==> src/rtl/down_counter_pkg.sv <==
// Shared types and defaults for the loadable down-counting timer.
package down_counter_pkg;

    localparam int unsigned DEFAULT_WIDTH = 8;

    typedef enum logic {
        ST_IDLE = 1'b0,
        ST_RUN  = 1'b1
    } state_e;

endpackage : down_counter_pkg

==> src/rtl/counter_dec.sv <==
// Purely combinational WIDTH-bit decrementer, the counterpart of the up counter's incrementer.
module counter_dec #(
    parameter int unsigned WIDTH = 8
) (
    input  logic [WIDTH-1:0] i_a,
    output logic [WIDTH-1:0] o_diff_c
);

    assign o_diff_c = i_a - WIDTH'(1);

endmodule : counter_dec

==> src/rtl/down_counter_timer.sv <==
// Loadable down-counting timer with a valid/ready start handshake and a one-cycle done pulse.
// Define DOWN_COUNTER_TIMER_AUTO_RELOAD_EN for periodic operation (reload at terminal count).
module down_counter_timer
    import down_counter_pkg::*;
#(
    parameter int unsigned WIDTH = DEFAULT_WIDTH
) (
    input  logic             clk,
    input  logic             reset_n,
    input  logic             load_valid,
    output logic             load_ready,
    input  logic [WIDTH-1:0] load_value,
    input  logic             enable,
    input  logic             abort,
    output logic [WIDTH-1:0] count,
    output logic             busy,
    output logic             done
);

    state_e           r_state;
    logic [WIDTH-1:0] r_count;
    logic             r_done;
`ifdef DOWN_COUNTER_TIMER_AUTO_RELOAD_EN
    logic [WIDTH-1:0] r_reload;
`endif

    logic [WIDTH-1:0] w_count_dec;
    logic             w_terminal;

    counter_dec #(
        .WIDTH (WIDTH)
    ) u_dec (
        .i_a      (r_count),
        .o_diff_c (w_count_dec)
    );

    // Treat 0 as terminal as well so the count can never wrap to all-ones.
    assign w_terminal = (r_count <= WIDTH'(1));

    // State, count and done pulse.
    always_ff @(posedge clk or negedge reset_n) begin
        if (!reset_n) begin
            r_state  <= ST_IDLE;
            r_count  <= '0;
            r_done   <= 1'b0;
`ifdef DOWN_COUNTER_TIMER_AUTO_RELOAD_EN
            r_reload <= '0;
`endif
        end else begin
            r_done <= 1'b0;
            case (r_state)
                ST_IDLE: begin
                    if (load_valid) begin
                        if (load_value != '0) begin
                            r_count  <= load_value;
                            r_state  <= ST_RUN;
`ifdef DOWN_COUNTER_TIMER_AUTO_RELOAD_EN
                            r_reload <= load_value;
`endif
                        end else begin
                            r_count <= '0;
                            r_done  <= 1'b1;
                        end
                    end
                end
                ST_RUN: begin
                    if (abort) begin
                        r_count <= '0;
                        r_state <= ST_IDLE;
                    end else if (enable) begin
                        if (w_terminal) begin
                            r_done  <= 1'b1;
`ifdef DOWN_COUNTER_TIMER_AUTO_RELOAD_EN
                            r_count <= r_reload;
`else
                            r_count <= '0;
                            r_state <= ST_IDLE;
`endif
                        end else begin
                            r_count <= w_count_dec;
                        end
                    end
                end
                default: begin
                    r_state <= ST_IDLE;
                end
            endcase
        end
    end

    assign count      = r_count;
    assign done       = r_done;
    assign busy       = (r_state == ST_RUN);
    assign load_ready = (r_state == ST_IDLE);

endmodule : down_counter_timer

==> config.mk <==
export PLATFORM = sky130hd
export DESIGN_NAME = down_counter_timer
export DESIGN_NICKNAME = d
export VERILOG_FILES = /design/src/rtl/down_counter_pkg.sv /design/src/rtl/counter_dec.sv /design/src/rtl/down_counter_timer.sv
export SDC_FILE = /design/constraint.sdc
export NUM_CORES = 1
export LEC_CHECK = 0
export CAP_MARGIN = 20
export CORE_MARGIN = 10
export CORE_UTILIZATION = 38
export DETAILED_ROUTE_END_ITERATION = 16
export GPL_TIMING_DRIVEN = 1
export PLACE_DENSITY = 0.75
export SYNTH_ARGS = -nofsm -noshare
export SYNTH_HDL_FRONTEND = slang
export SYNTH_SLANG_ARGS = --single-unit
==> constraint.sdc <==
create_clock -name clk -period 1.6 [get_ports clk]
set_input_delay 0.24 -clock clk [delete_from_list [all_inputs] [get_ports clk]]
set_output_delay 0.24 -clock clk [all_outputs]
set_load 0.05 [all_outputs]
==> results by group <==
Final layout
  – Ant diodes: 0
  – Fillers: 98
  – Final core utilization: 0.8119
  – Nets: ~140
  – Fraction of layout cells with a size suffix above 1: 0.5164
  – Area Overhead vs Synth: 94.12%
  – Final instance count without filler cells: 138
  – Design Area, Final: 0.001280 mm2

Place
  – DPL Wire Length: around 1900 um
  – Placed insts: around 130
  – RD Place Congestion: about 0.82
  – # port buffers: 23
  – DP Area: approximately 0.0011 mm2

CTS
  – Root buf cell: clkbuf_4
  – Worst-path clk slew: ~80 ps
  – Clk sinks: 10
  – CTS H-tree depth: 1
  – Cts hold-fix bufs: 0
  – TritonCTS clock tree: done
  – Total CTS buffers: 3
  – Clk Latency, worst-skew pair: slightly below 300 ps
  – Clock Path Buffers: 2

Yosys
  – Syn Area/Cell: a little over 9 um2
  – Syn Inst Count: between 70 and 80
  – Prevailing post-synth register cell: dfrtp_1
  – Yosys reg bits: 10
  – EDFF count, synth: 0
  – Synth cell types: 32
  – Async SR Flop Fraction: 1.000
  – Sequential element share of the synthesized area: 0.3795
  – Commonest cells in the synthesized netlist: dfrtp_1, o21ai_0, a22o_1
  – Cell taking the most area after synthesis: dfrtp_1
  – Syn_nets: 87
  – Yosys top cell area share: 0.3795
  – Netlist Area Pre-Place: ~660 um2
  – Warnings from Yosys: 0
  – Synth area leaders: dfrtp_1, o21ai_0, a22o_1

Setup path
  – Crit start category: flop
  – CP endpoint kind: flop
  – Crit path max fanout: 4
  – Family with the most delay on the worst path: simple AND/OR/NAND/NOR gates
  – Worst EP arrival: between 1500 and 2000 ps
  – Critical path class: flop to flop
  – Worst path slowest cell: dfrtp_2
  – Required @ worst endpoint: approximately 1800 ps
  – Crit path largest cell delay: between 400 and 500 ps
  – Cell Chain, Critical Path: buf_6 > or3_4 > or4_4 > o2bb2ai_4 > a22o_1
  – WP buf/inv: 1

Pwr
  – Switch Pwr: 1.407 mW
  – Maximum vdd ir drop: ~1500 uV
  – Net switching fraction of the power: 0.4776
  – Clock power share: 0.086
  – Leakage Power: between 0.5 and 0.6 nW
  – Reg power frac: 0.168
  – Internal power: 1.539 mW
  – PD cells: about 2300 mW/mm2
  – Comb power frac: 0.746

Detailed routing
  – DR vias: 842
  – Antenna Violating Nets Remaining: 0
  – Final wirelength: between 2000 and 3000 um
  – First-pass DRT Iterations: 4
  – Initial DRC count: 57
  – Avg WL per Cell: ~20 um
  – Via-to-Cell Ratio: 6.101
  – # DRC: 0

STA
  – Fmax: between 500 and 600 MHz
  – Finish-stage setup viols: 5
  – Worst Slack Setup Final: -96.32 ps
  – Worst-margin pin slew: 492.8 ps
  – Final Max Slew Viols: 0
  – Slew margin rel.: 0.6704
  – Setup Skew: 1.855 ps
  – RSZ-0062 raised after global routing: true
  – Final Hold Fails: 0
  – Final period util: 1.060
  – Post-layout min period: approximately 1700 ps

Run
  – Max Cap Viol: 0

Global route
  – Vias in the first global route: around 850
  – Total GRT Usage: 0.1581
  – Largest net degree at the start of global routing: 11
  – Grt ovf: 0
  – Global-route wire length before repair: 4319 um
  – Initial antenna violation count: 0

Floorplan
  – Initial Utilization: 0.4183
  – Die area: between 0.003 and 0.004 mm2
  – Core area: 0.001577 mm2
  – I/O pin cnt: 24
  – Die width: between 60 and 70 um
  – Chip Height: slightly above 60 um
  – Site Rows: 14

Status
  – Failing checks: negative setup slack
  – Status: finished, violations left

Hold path
  – Worst min path class: primary input to asynchronous set/reset pin
final timing paths:
kind / from / to / slack [ps] / cells after the start
setup / recovery: count[0]$_DFFE_PN0P_ / count[5]$_DFFE_PN0P_ / -100 / 5
hold / removal: reset_n / count[6]$_DFFE_PN0P_ / 280 / 1
setup reg to reg: count[0]$_DFFE_PN0P_ / count[5]$_DFFE_PN0P_ / -100 / 5
hold reg to reg: count[0]$_DFFE_PN0P_ / count[0]$_DFFE_PN0P_ / 560 / 2
max in group asynchronous: reset_n / count[0]$_DFFE_PN0P_ / 960 / 1
min in group clk: count[0]$_DFFE_PN0P_ / count[0]$_DFFE_PN0P_ / 560 / 2
cells by family (layout without fill, tap and decap cells):
group                    after synthesis  in the layout  share of synthesized area
AO/OA/AOI/OAI                         29             30                     0.3169
AND/OR/NAND/NOR                       24             24                     0.2182
flip-flops                            10             10                     0.3795
buffers and inverters                  7             56                    0.04742
adder cells (fa/ha/maj)                2              2                    0.03794
power groups by stage:
stage / Sequential, mW / Clock [mW] / Combinational (mW)
2_1_floorplan: 0.881 / 0 / 0.630
4_1_cts: 0.491 / 0.255 / 2.05
3_5_place_dp: 0.495 / 0 / 1.85
6_report: 0.496 / 0.253 / 2.20
5_1_grt: 0.516 / 0.267 / 2.32
3_3_place_gp: 0.488 / 0 / 1.81
area by class of cell:
class / instances / area, um2 / share of cell area
multi-input cells: 56 / 479.2 / 0.3744
clock buffers: 4 / 36.28 / 0.02835
well taps: 16 / 20.02 / 0.01564
repair buffers: 48 / 469.2 / 0.3666
inverters: 4 / 16.27 / 0.01271
flip-flops and latches: 10 / 259.0 / 0.2023
metrics by stage:
| stage | TNS, ps | setup slack [ps] | total power, mW | hold WS (ps) |
|---|---|---|---|---|
| 2_1_floorplan | -1007 | -154.6 | 1.512 | -55.59 |
| 3_3_place_gp | -229.3 | -65.95 | 2.302 | 522.5 |
| 3_5_place_dp | -622.1 | -179.8 | 2.341 | 534.3 |
| 4_1_cts | -192.6 | -73.33 | 2.800 | 292.7 |
| 5_1_grt | -574.8 | -137.5 | 3.103 | 302.9 |
| 6_report | -186.4 | -96.32 | 2.946 | 276.3 |
placed cells by master, fill, tap and decap left out, types with 2 or more instances in the layout:
cell type / synthesis / final
a22o_1: 5 / 5
a2bb2oi_1: 2 / 2
a31o_4: 0 / 2
buf_12: 0 / 6
buf_4: 1 / 29
clkbuf_4: 0 / 3
clkdlybuf4s50_1: 0 / 12
dfrtp_1: 10 / 3
dfrtp_2: 0 / 7
inv_2: 0 / 2
nand2_1: 4 / 4
nand2b_1: 2 / 2
nor2_1: 3 / 2
nor3_1: 3 / 3
nor4_1: 2 / 2
o21ai_0: 10 / 4
o21ai_1: 0 / 6
o2bb2ai_1: 4 / 2
or3_4: 1 / 2
or4_1: 3 / 2
state kept, by name, summed over array words and instances (netlist names):
name / flops
busy: 1
count: 8
done: 1
metal layers:
metal | vias to the layer above | GRT usage | share of wire
li1 | 387 | - | -
met1 | 413 | 0.1859 | 0.40
met2 | 37 | 0.2592 | 0.50
met3 | 5 | 0.04115 | 0.080
met4 | 0 | 0.07962 | 0.019
met5 | - | 0 | 0
what timing repair did:
action                                  CTS  global route
endpoints found under the setup margin    5             8
cloned                                    1             0
pin swaps                                 6             8
buffers inserted                          4             2
gates resized for setup                   8             4
Power figures use the tool's default switching activity.
